<file path="src/rtl/miriscv_gpr_wb.sv">
// Writeback and hazard unit in front of the GPR file: merges single-cycle and
// long-latency results into one write port and tracks pending destinations.
module miriscv_gpr_wb #(
  parameter int XLEN           = 32,
  parameter int GPR_ADDR_WIDTH = 5,
  parameter int LONG_DEPTH     = 2
) (
  input  logic                      clk_i,
  input  logic                      arstn_i,

  input  logic                      issue_valid_i,
  input  logic                      issue_long_i,
  input  logic                      issue_rd_we_i,
  input  logic [GPR_ADDR_WIDTH-1:0] issue_rd_i,
  input  logic [GPR_ADDR_WIDTH-1:0] issue_rs1_i,
  input  logic [GPR_ADDR_WIDTH-1:0] issue_rs2_i,
  output logic                      issue_stall_o,

  input  logic                      ex_valid_i,
  input  logic [GPR_ADDR_WIDTH-1:0] ex_rd_i,
  input  logic [XLEN-1:0]           ex_data_i,

  input  logic                      long_rsp_valid_i,
  input  logic [XLEN-1:0]           long_rsp_data_i,
  output logic                      long_rsp_ready_o,

  output logic                      gpr_wr_en_o,
  output logic [GPR_ADDR_WIDTH-1:0] gpr_wr_addr_o,
  output logic [XLEN-1:0]           gpr_wr_data_o,
  output logic                      busy_o
);

  localparam int NUM_REGS = 2 ** GPR_ADDR_WIDTH;
  localparam int PTR_W    = (LONG_DEPTH > 1) ? $clog2(LONG_DEPTH) : 1;
  localparam int CNT_W    = $clog2(LONG_DEPTH + 1);

  localparam logic [PTR_W-1:0]          LAST_PTR = PTR_W'(LONG_DEPTH - 1);
  localparam logic [CNT_W-1:0]          FULL_CNT = CNT_W'(LONG_DEPTH);
  localparam logic [GPR_ADDR_WIDTH-1:0] X0       = '0;

  logic [NUM_REGS-1:0]       pending;
  logic [GPR_ADDR_WIDTH-1:0] tag_mem [LONG_DEPTH];
  logic [PTR_W-1:0]          wr_ptr;
  logic [PTR_W-1:0]          rd_ptr;
  logic [CNT_W-1:0]          fifo_count;

  logic                      hold_valid;
  logic [GPR_ADDR_WIDTH-1:0] hold_rd;
  logic [XLEN-1:0]           hold_data;

  logic                      fifo_full;
  logic                      hazard;
  logic                      push;
  logic                      accept;
  logic                      hold_drain;
  logic [GPR_ADDR_WIDTH-1:0] push_tag;

  assign fifo_full  = (fifo_count == FULL_CNT);
  assign hazard     = pending[issue_rs1_i] | pending[issue_rs2_i]
                    | (issue_rd_we_i & pending[issue_rd_i])
                    | (issue_long_i & fifo_full);
  assign issue_stall_o = issue_valid_i & hazard;

  assign push     = issue_valid_i & issue_long_i & ~issue_stall_o;
  // Non-writing long ops still occupy a slot so responses stay in order.
  assign push_tag = issue_rd_we_i ? issue_rd_i : X0;

  assign hold_drain       = hold_valid & ~ex_valid_i;
  assign long_rsp_ready_o = (fifo_count != '0) & (~hold_valid | hold_drain);
  assign accept           = long_rsp_valid_i & long_rsp_ready_o;
  assign busy_o           = (fifo_count != '0) | hold_valid;

  // Execute results win the port; the hold entry waits for a free cycle.
  always_comb begin
    // NOTE: every output gets a default first so no path leaves a latch.
    gpr_wr_en_o   = 1'b0;
    gpr_wr_addr_o = hold_rd;
    gpr_wr_data_o = hold_data;
    if (ex_valid_i) begin
      gpr_wr_en_o   = (ex_rd_i != X0);
      gpr_wr_addr_o = ex_rd_i;
      gpr_wr_data_o = ex_data_i;
    end else if (hold_drain) begin
      gpr_wr_en_o   = (hold_rd != X0);
    end
  end

  // NOTE: tag storage has no reset; the pointers and count alone define validity.
  always_ff @(posedge clk_i) begin
    if (push) tag_mem[wr_ptr] <= push_tag;
  end

  always_ff @(posedge clk_i or negedge arstn_i) begin
    if (!arstn_i) begin
      // NOTE: sequential state uses non-blocking assignments so all
      // registers update from the same pre-edge values.
      pending    <= '0;
      wr_ptr     <= '0;
      rd_ptr     <= '0;
      fifo_count <= '0;
      hold_valid <= 1'b0;
      hold_rd    <= '0;
      hold_data  <= '0;
    end else begin
      // Clear before set; the WAW stall keeps both from hitting one bit.
      if (hold_drain) pending[hold_rd] <= 1'b0;
      if (push && issue_rd_we_i && (issue_rd_i != X0)) pending[issue_rd_i] <= 1'b1;

      if (push) wr_ptr <= (wr_ptr == LAST_PTR) ? '0 : wr_ptr + PTR_W'(1);
      if (accept) rd_ptr <= (rd_ptr == LAST_PTR) ? '0 : rd_ptr + PTR_W'(1);

      case ({push, accept})
        2'b10:   fifo_count <= fifo_count + CNT_W'(1);
        2'b01:   fifo_count <= fifo_count - CNT_W'(1);
        default: fifo_count <= fifo_count;
      endcase

      if (accept) begin
        hold_valid <= 1'b1;
        hold_rd    <= tag_mem[rd_ptr];
        hold_data  <= long_rsp_data_i;
      end else if (hold_drain) begin
        hold_valid <= 1'b0;
      end
    end
  end

endmodule

</file>
<file path="config.mk">
export PLATFORM = sky130hd
export DESIGN_NAME = miriscv_gpr_wb
export DESIGN_NICKNAME = d
export VERILOG_FILES = /design/src/rtl/miriscv_gpr_wb.sv
export SDC_FILE = /design/constraint.sdc
export NUM_CORES = 1
export LEC_CHECK = 0
export BUFFER_PORTS_ARGS = -buffer_cell sky130_fd_sc_hd__clkbuf_2
export CAP_MARGIN = 0
export CORE_MARGIN = 5
export CORE_UTILIZATION = 53
export DETAILED_ROUTE_END_ITERATION = 10
export GPL_TIMING_DRIVEN = 0
export PLACE_DENSITY_LB_ADDON = 0.1
export REMOVE_ABC_BUFFERS = 1
export SYNTH_ARGS = -nofsm -noshare
export SYNTH_HDL_FRONTEND = slang
export SYNTH_SLANG_ARGS = --single-unit
</file>
<file path="constraint.sdc">
create_clock -name clk_i -period 3.2 [get_ports clk_i]
set_input_delay 0.16 -clock clk_i [delete_from_list [all_inputs] [get_ports clk_i]]
set_output_delay 0.16 -clock clk_i [all_outputs]
set_load 0.01 [all_outputs]
</file>
==> Yosys cells after proc, flatten, opt, wreduce, memory -nomap -nowiden <==
Memories as Yosys holds them, arrays and structs flattened. A register that Yosys moved wholly into a read port is not among the register bits.
Cells that the tools add are included.
{ "word_totals": {"inputBits": 91, "memories": 1, "wordCells": 74, "ram_bits": 10, "regBits": 69, "mem_bits_ro": 0, "output_inout_bits": 41, "latchBits": 0} }
{ "classes": {"div": 0, "n_mux": 24, "bitwise": 19, "n_shift": 0, "add_sub_neg": 4, "eq_ne": 3, "multipliers": 0, "n_lt_le_gt_ge": 6, "reduce_logical": 11} }
{ "mem_list": {"columns": ["memory", "depth", "width", "rd", "rd_clocked_by_memory_dff", "wr", "line_no", "source"], "rows": [
  ["tag_mem", 2, 5, 1, 1, 1, "42", "logic [GPR_ADDR_WIDTH-1:0] tag_mem [LONG_DEPTH];"]
]} }
{ "ops": {"columns": ["operator", "n"], "rows": [
  ["$mux 32", 3],
  ["$and 32x32->32", 1],
  ["$not 32->32", 1],
  ["$or 32x32->32", 1],
  ["$lt 5x6->1 const B", 4],
  ["$bmux 1 s5", 3],
  ["$reduce_bool 5->1", 3],
  ["$mux 1", 13],
  ["$demux 1 s5", 2],
  ["$ge 5x1->1 const B", 2],
  ["$mux 5", 2],
  ["$and 1x1->1", 8],
  ["$reduce_bool 2->1", 3],
  ["$or 1x1->1", 5],
  ["$eq 2x2->1 const B", 2],
  ["$logic_and 1x1->1", 4],
  ["$pmux 2 s2", 1],
  ["$not 1->1", 3],
  ["$add 1x1->1 const B", 2],
  ["$add 2x1->2 const B", 1],
  ["$eq 2x1->1 const B", 1],
  ["$sub 2x1->2 const B", 1],
  ["$logic_not 1->1", 1]
]} }

==> Logic depth before layout (Yosys ltp) <==
{ "logic_depth": {"ltp_word": 11, "depth_mapped": 12, "mapped_depth_nobuf": 10} }

==> Worst setup path after synthesis <==
No wires, ideal clock.
{ "synth_timing": {"kind": "input -> register", "startpoint": "input issue_rd_i[1]", "endpoint": "memory tag_mem[1][0], enable pin", "setup_time_ps": 383, "arrival_time_ps": 2137, "required_ps": 2817, "setup_slack_ps": 680, "stages": 8, "path_buffers": 2, "path_cell_list": "buf_2 buf_2 mux2i_1 o22ai_1 o211ai_1 o2111a_1 nor2b_1 nor4b_1"} }
{ "synth_via": {"elab_chain_cells": 10} }
{ "synth_lines": {"columns": ["item", "line_no", "source"], "rows": [
  ["from (decl)", "14", "input logic [GPR_ADDR_WIDTH-1:0] issue_rd_i,"],
  ["$bmux 1 s5", "60", "| (issue_rd_we_i & pending[issue_rd_i])"],
  ["$mux 1 (implied by the code)", "60", null],
  ["$and 1x1->1", "60", null],
  ["$or 1x1->1", "60", null],
  ["$or 1x1->1", "61", "| (issue_long_i & fifo_full);"],
  ["$and 1x1->1", "62", "assign issue_stall_o = issue_valid_i & hazard;"],
  ["$not 1->1", "64", "assign push = issue_valid_i & issue_long_i & ~issue_stall_o;"],
  ["$and 1x1->1", "64", null],
  ["$mux 1", "90", "if (push) tag_mem[wr_ptr] <= push_tag;"],
  ["$mux 1 (implied by the code)", "90", null],
  ["to (decl)", "42", null]
]} }
Every way passes these cells. The select of a mux whose other input is x is not followed.

==> Worst setup path in the final report <==
{ "layout_timing": {"startpoint": "register pending[3]", "endpoint": "register fifo_count[1]"} }
{ "layout_via": {"elab_chain_cells": 10, "word_cells_on_any_way": 17, "classes_between": "2 x eq/ne; 7 x mux; 7 x bitwise; 1 x reduce/logical"} }
{ "layout_lines": {"columns": ["item", "line_no", "source"], "rows": [
  ["from (decl)", "41", "logic [NUM_REGS-1:0] pending;"],
  ["from (signal assigned)", "97", "pending <= '0;"],
  ["from (signal, indexed assignment)", "106", "if (hold_drain) pending[hold_rd] <= 1'b0;"],
  ["from (signal, indexed assignment)", "107", "if (push && issue_rd_we_i && (issue_rd_i != X0)) pending[issue_rd_i] <= 1'b1;"],
  ["$bmux 1 s5, on equally long branches", "59, 60", null],
  ["$mux 1, on equally long branches", "59, 60", null],
  ["$or 1x1->1 / $and 1x1->1 (equally long branches)", "59, 60", null],
  ["$or 1x1->1 *", "60", null],
  ["$or 1x1->1 *", "61", null],
  ["$and 1x1->1 *", "62", null],
  ["$not 1->1 *", "64", null],
  ["$and 1x1->1 *", "64", null],
  ["$eq 2x1->1 / $eq 2x2->1 (equally long branches)", "112", "case ({push, accept})"],
  ["$pmux 2 s2 / $reduce_bool 2->1 (equally long branches)", null, null],
  ["to (signal assigned)", "113", "2'b10: fifo_count <= fifo_count + CNT_W'(1);"],
  ["to (signal assigned)", "114", "2'b01: fifo_count <= fifo_count - CNT_W'(1);"],
  ["to (signal assigned)", "115", "default: fifo_count <= fifo_count;"],
  ["to (decl)", "45", "logic [CNT_W-1:0] fifo_count;"]
]} }
Every way passes the cells marked *; elsewhere a longest branch is shown, timed or not. The select of a mux whose other input is x is not followed.
A chain may end at the register's enable or synchronous reset.

==> summary.txt <==
Outcome
  – Status: completed

Place
  – Port bufs: between 100 and 150
  – Setup WS pre-CTS: -0.388 ns
  – GPL Wtd Cong: about 0.85
  – Placed Area: around 5600 um^2
  – Cells after DPL: between 700 and 800
  – Post-DP HPWL: 9.87 mm

Floorplanning
  – Core area: slightly above 9000 um^2
  – Die Area: approximately 11000 um^2
  – Row count: 35
  – Io pins: approximately 130
  – Initial Utilization: 0.537
  – Die X: between 100 and 150 um
  – Die Y: approximately 110 um

Synthesis
  – Register area share after synthesis: 0.438
  – Top cells by area, synth: dfrtp_1 (38%), nand2_1 (9.2%), mux2_2 (8.5%)
  – Synth top cells by count: nand2_1 (121), dfrtp_1 (74), o21ai_0 (48)
  – Mean post-synth cell area: between 9 and 10 um^2
  – Ys async rst share: 0.881
  – Post-synth EDFFs: 10
  – Syn. warnings: 0
  – Seq cells post-synth: between 80 and 90
  – Cell Area, Synth: 4920 um^2
  – Yosys cell types: 50
  – Primary FF master, synth: dfrtp_1
  – Most common cell in the netlist: nand2_1
  – Syn Inst Count: a little under 500
  – Largest area contributor in the netlist: dfrtp_1
  – Share of the synthesized area in the top cell type: 0.376

STA
  – Worst setup margin: 0.515 ns
  – Slew at the pin with the worst max-slew slack: approximately 0.89 ns
  – Rel. slew slack: 0.406
  – Hold Slack: 0.00473 ns
  – FMAX: between 300 and 400 MHz
  – Tcrit/Tclk final: 0.839
  – Min cycle time layout: between 2 and 3 ns
  – Hold Fails Final Rpt: 0
  – Finish-stage setup viols: 0
  – Clk_skew: ~0.0060 ns
  – Unrepaired setup endpoints after global routing: no
  – Fin. max-slew vios: 0

Worst hold path
  – Worst hold path class: input port to flip-flop
  – Min-delay src: long_rsp_data_i[2]

Worst setup path
  – CP cell instances: mux4_1 > o211ai_1 > o2111a_2 > nand2_1 > or3_1 > ha_1 > nor2_1 > xor2_1
  – Worst Setup SP: pending[3]
  – Signal arrival time at the worst endpoint: a little under 3 ns
  – Crit path capture type: flip-flop
  – Critical path's slowest cell: mux4_1
  – Critical setup path kind: flip-flop to flip-flop
  – Nature of the critical path startpoint: flip-flop
  – Crit path max fanout: 5
  – Slowest stage delay, CP: approximately 0.55 ns
  – RR Startpoint: pending[3]
  – WP buf/inv: 0
  – Cell class contributing the biggest share of worst-path delay: simple AND/OR/NAND/NOR gates
  – Required time worst endpoint: roughly 3.5 ns

Power and ir drop
  – PD cells: just over 600 nW/um^2
  – Peak VDD IR: between 0.0005 and 0.0006 V
  – Pleak: 2.92 nW

Global route
  – First-pass GRT wire length: roughly 23 mm
  – GRT Overall Usage: 0.255
  – Number of global-route vias before repair: 4565
  – Largest net degree at the start of global routing: 48
  – Initial antenna violation count: 0
  – Grt ovf: 0

Routing
  – Avg WL per Cell: 18.6 um
  – DRT Pass-1 Iters: 5
  – Initial DRC count: around 340
  – ANT nets after route: 0
  – Total wire length: roughly 14 mm
  – Average via count per standard cell: roughly 5.9
  – Residual DRC count: 0
  – Vias: approximately 4500

Clocking
  – Max Root-Sink Buffers: 2
  – CTS Root Cell: clkbuf_8
  – Clock Pin Slew Worst Setup and Hold Paths: about 0.09 ns
  – H-tree Lvls: 3
  – CTS tree: yes
  – Num CTS Buffers: 9
  – Clk Latency, worst-skew pair: 0.36 ns
  – Sinks on Clock Net: 84

Cells and area
  – Share of layout cells above drive strength 1: 0.314
  – Design area: around 6100 um^2
  – Fin nets: ~740
  – Count of non-filler cells in the finished layout: between 700 and 800
  – Antenna diodes: 0
  – Layout area overhead: 24.7%
  – Fillers: ~760

Job
  – # Max-Cap Violations: 0
[tightest hold or removal path: stages]
cell	delay [ns]
clkbuf_2	0.08
nand2_1	0.04
nand2_1	0.06
[stage by stage]
step	power (mW)	setup TNS [ns]	util
6_report	3.75	0	0.670
5_1_grt	4.00	0	0.670
4_1_cts	3.74	0	0.668
3_5_place_dp	2.93	-0.651	0.611
3_3_place_gp	2.87	-16.11	0.608
2_1_floorplan	2.40	0	-
[state kept, by name (all words and copies together) (netlist names)]
signal      count
hold_data      32
tag_mem        10
rd_ptr          1
hold_valid      1
hold_rd         5
fifo_count      2
pending        32
wr_ptr          1
[cells in the final DEF, fill, tap and decap left out, types with 6 or more instances in the layout]
cell           Yosys  layout
mux2_2            37      37
o21ai_0           48      48
o221ai_1           6       6
nand2b_1           6       6
o31ai_1           24      24
edfxtp_1          10      10
dfrtp_1           74      74
nor2b_1            6       6
mux2i_1           35      35
dlygate4sd3_1      0      32
clkbuf_2           0     129
nand3_1           10      10
nand2_1          121     120
inv_1              8       7
clkbuf_8           0      10
nor2_1            10      10
or3_1              7       7
[routing by layer]
metal	track usage	vias up	routed length (um)	part of all wire
met1	0.330	2178	5860	0.41
met4	0.0823	0	285	0.020
met5	0	-	0	0
met3	0.0461	27	934	0.066
met2	0.435	170	7090	0.50
li1	-	2098	-	-
[kinds of logic after synthesis]
kind of cell / count (synthesis) / synth area share
mux: 81 / 0.201
xor+xnor: 4 / 0.00712
buf+inv: 36 / 0.0371
compound gates: 100 / 0.133
simple gates: 191 / 0.182
fa+ha+maj: 1 / 0.00254
flops: 84 / 0.438
[final timing paths]
kind / endpoint / slack [ns] / cells past startpoint
min in group asynchronous: hold_data[28] / 0.33 / 2
setup reg to reg: fifo_count[1] / 0.51 / 8
hold / removal: hold_data[2] / 0.005 / 3
max in group asynchronous: hold_data[30] / 2.29 / 3
setup / recovery: fifo_count[1] / 0.51 / 8
hold reg to reg: hold_data[8] / 0.48 / 2
[layout make-up]
cell class	instances	area, um^2	share of cell area
Timing Repair Buffer	164	1010	0.164
Clock inverter	5	57.6	0.00939
Timing Repair inverter	1	5.00	0.000816
Multi-Input combinational cell	377	2600	0.424
Clock buffer	11	141	0.0231
Sequential cell	84	2150	0.351
Inverter	8	33.8	0.00551
Tap cell	111	139	0.0226
[report_power, final]
| part | internal [mW] | switching (mW) |
|---|---|---|
| registers | 1.38 | 0.297 |
| logic | 0.581 | 0.708 |
| clock network | 0.385 | 0.399 |
[timing repair]
item	4_1_cts	5_1_grt
setup endpoints to repair	0	7
endpoints found under the hold margin	58	0
hold buffers	32	0
resized for setup	0	4
setup buffers	0	0
No activity file was read; power rests on OpenSTA's default activity.
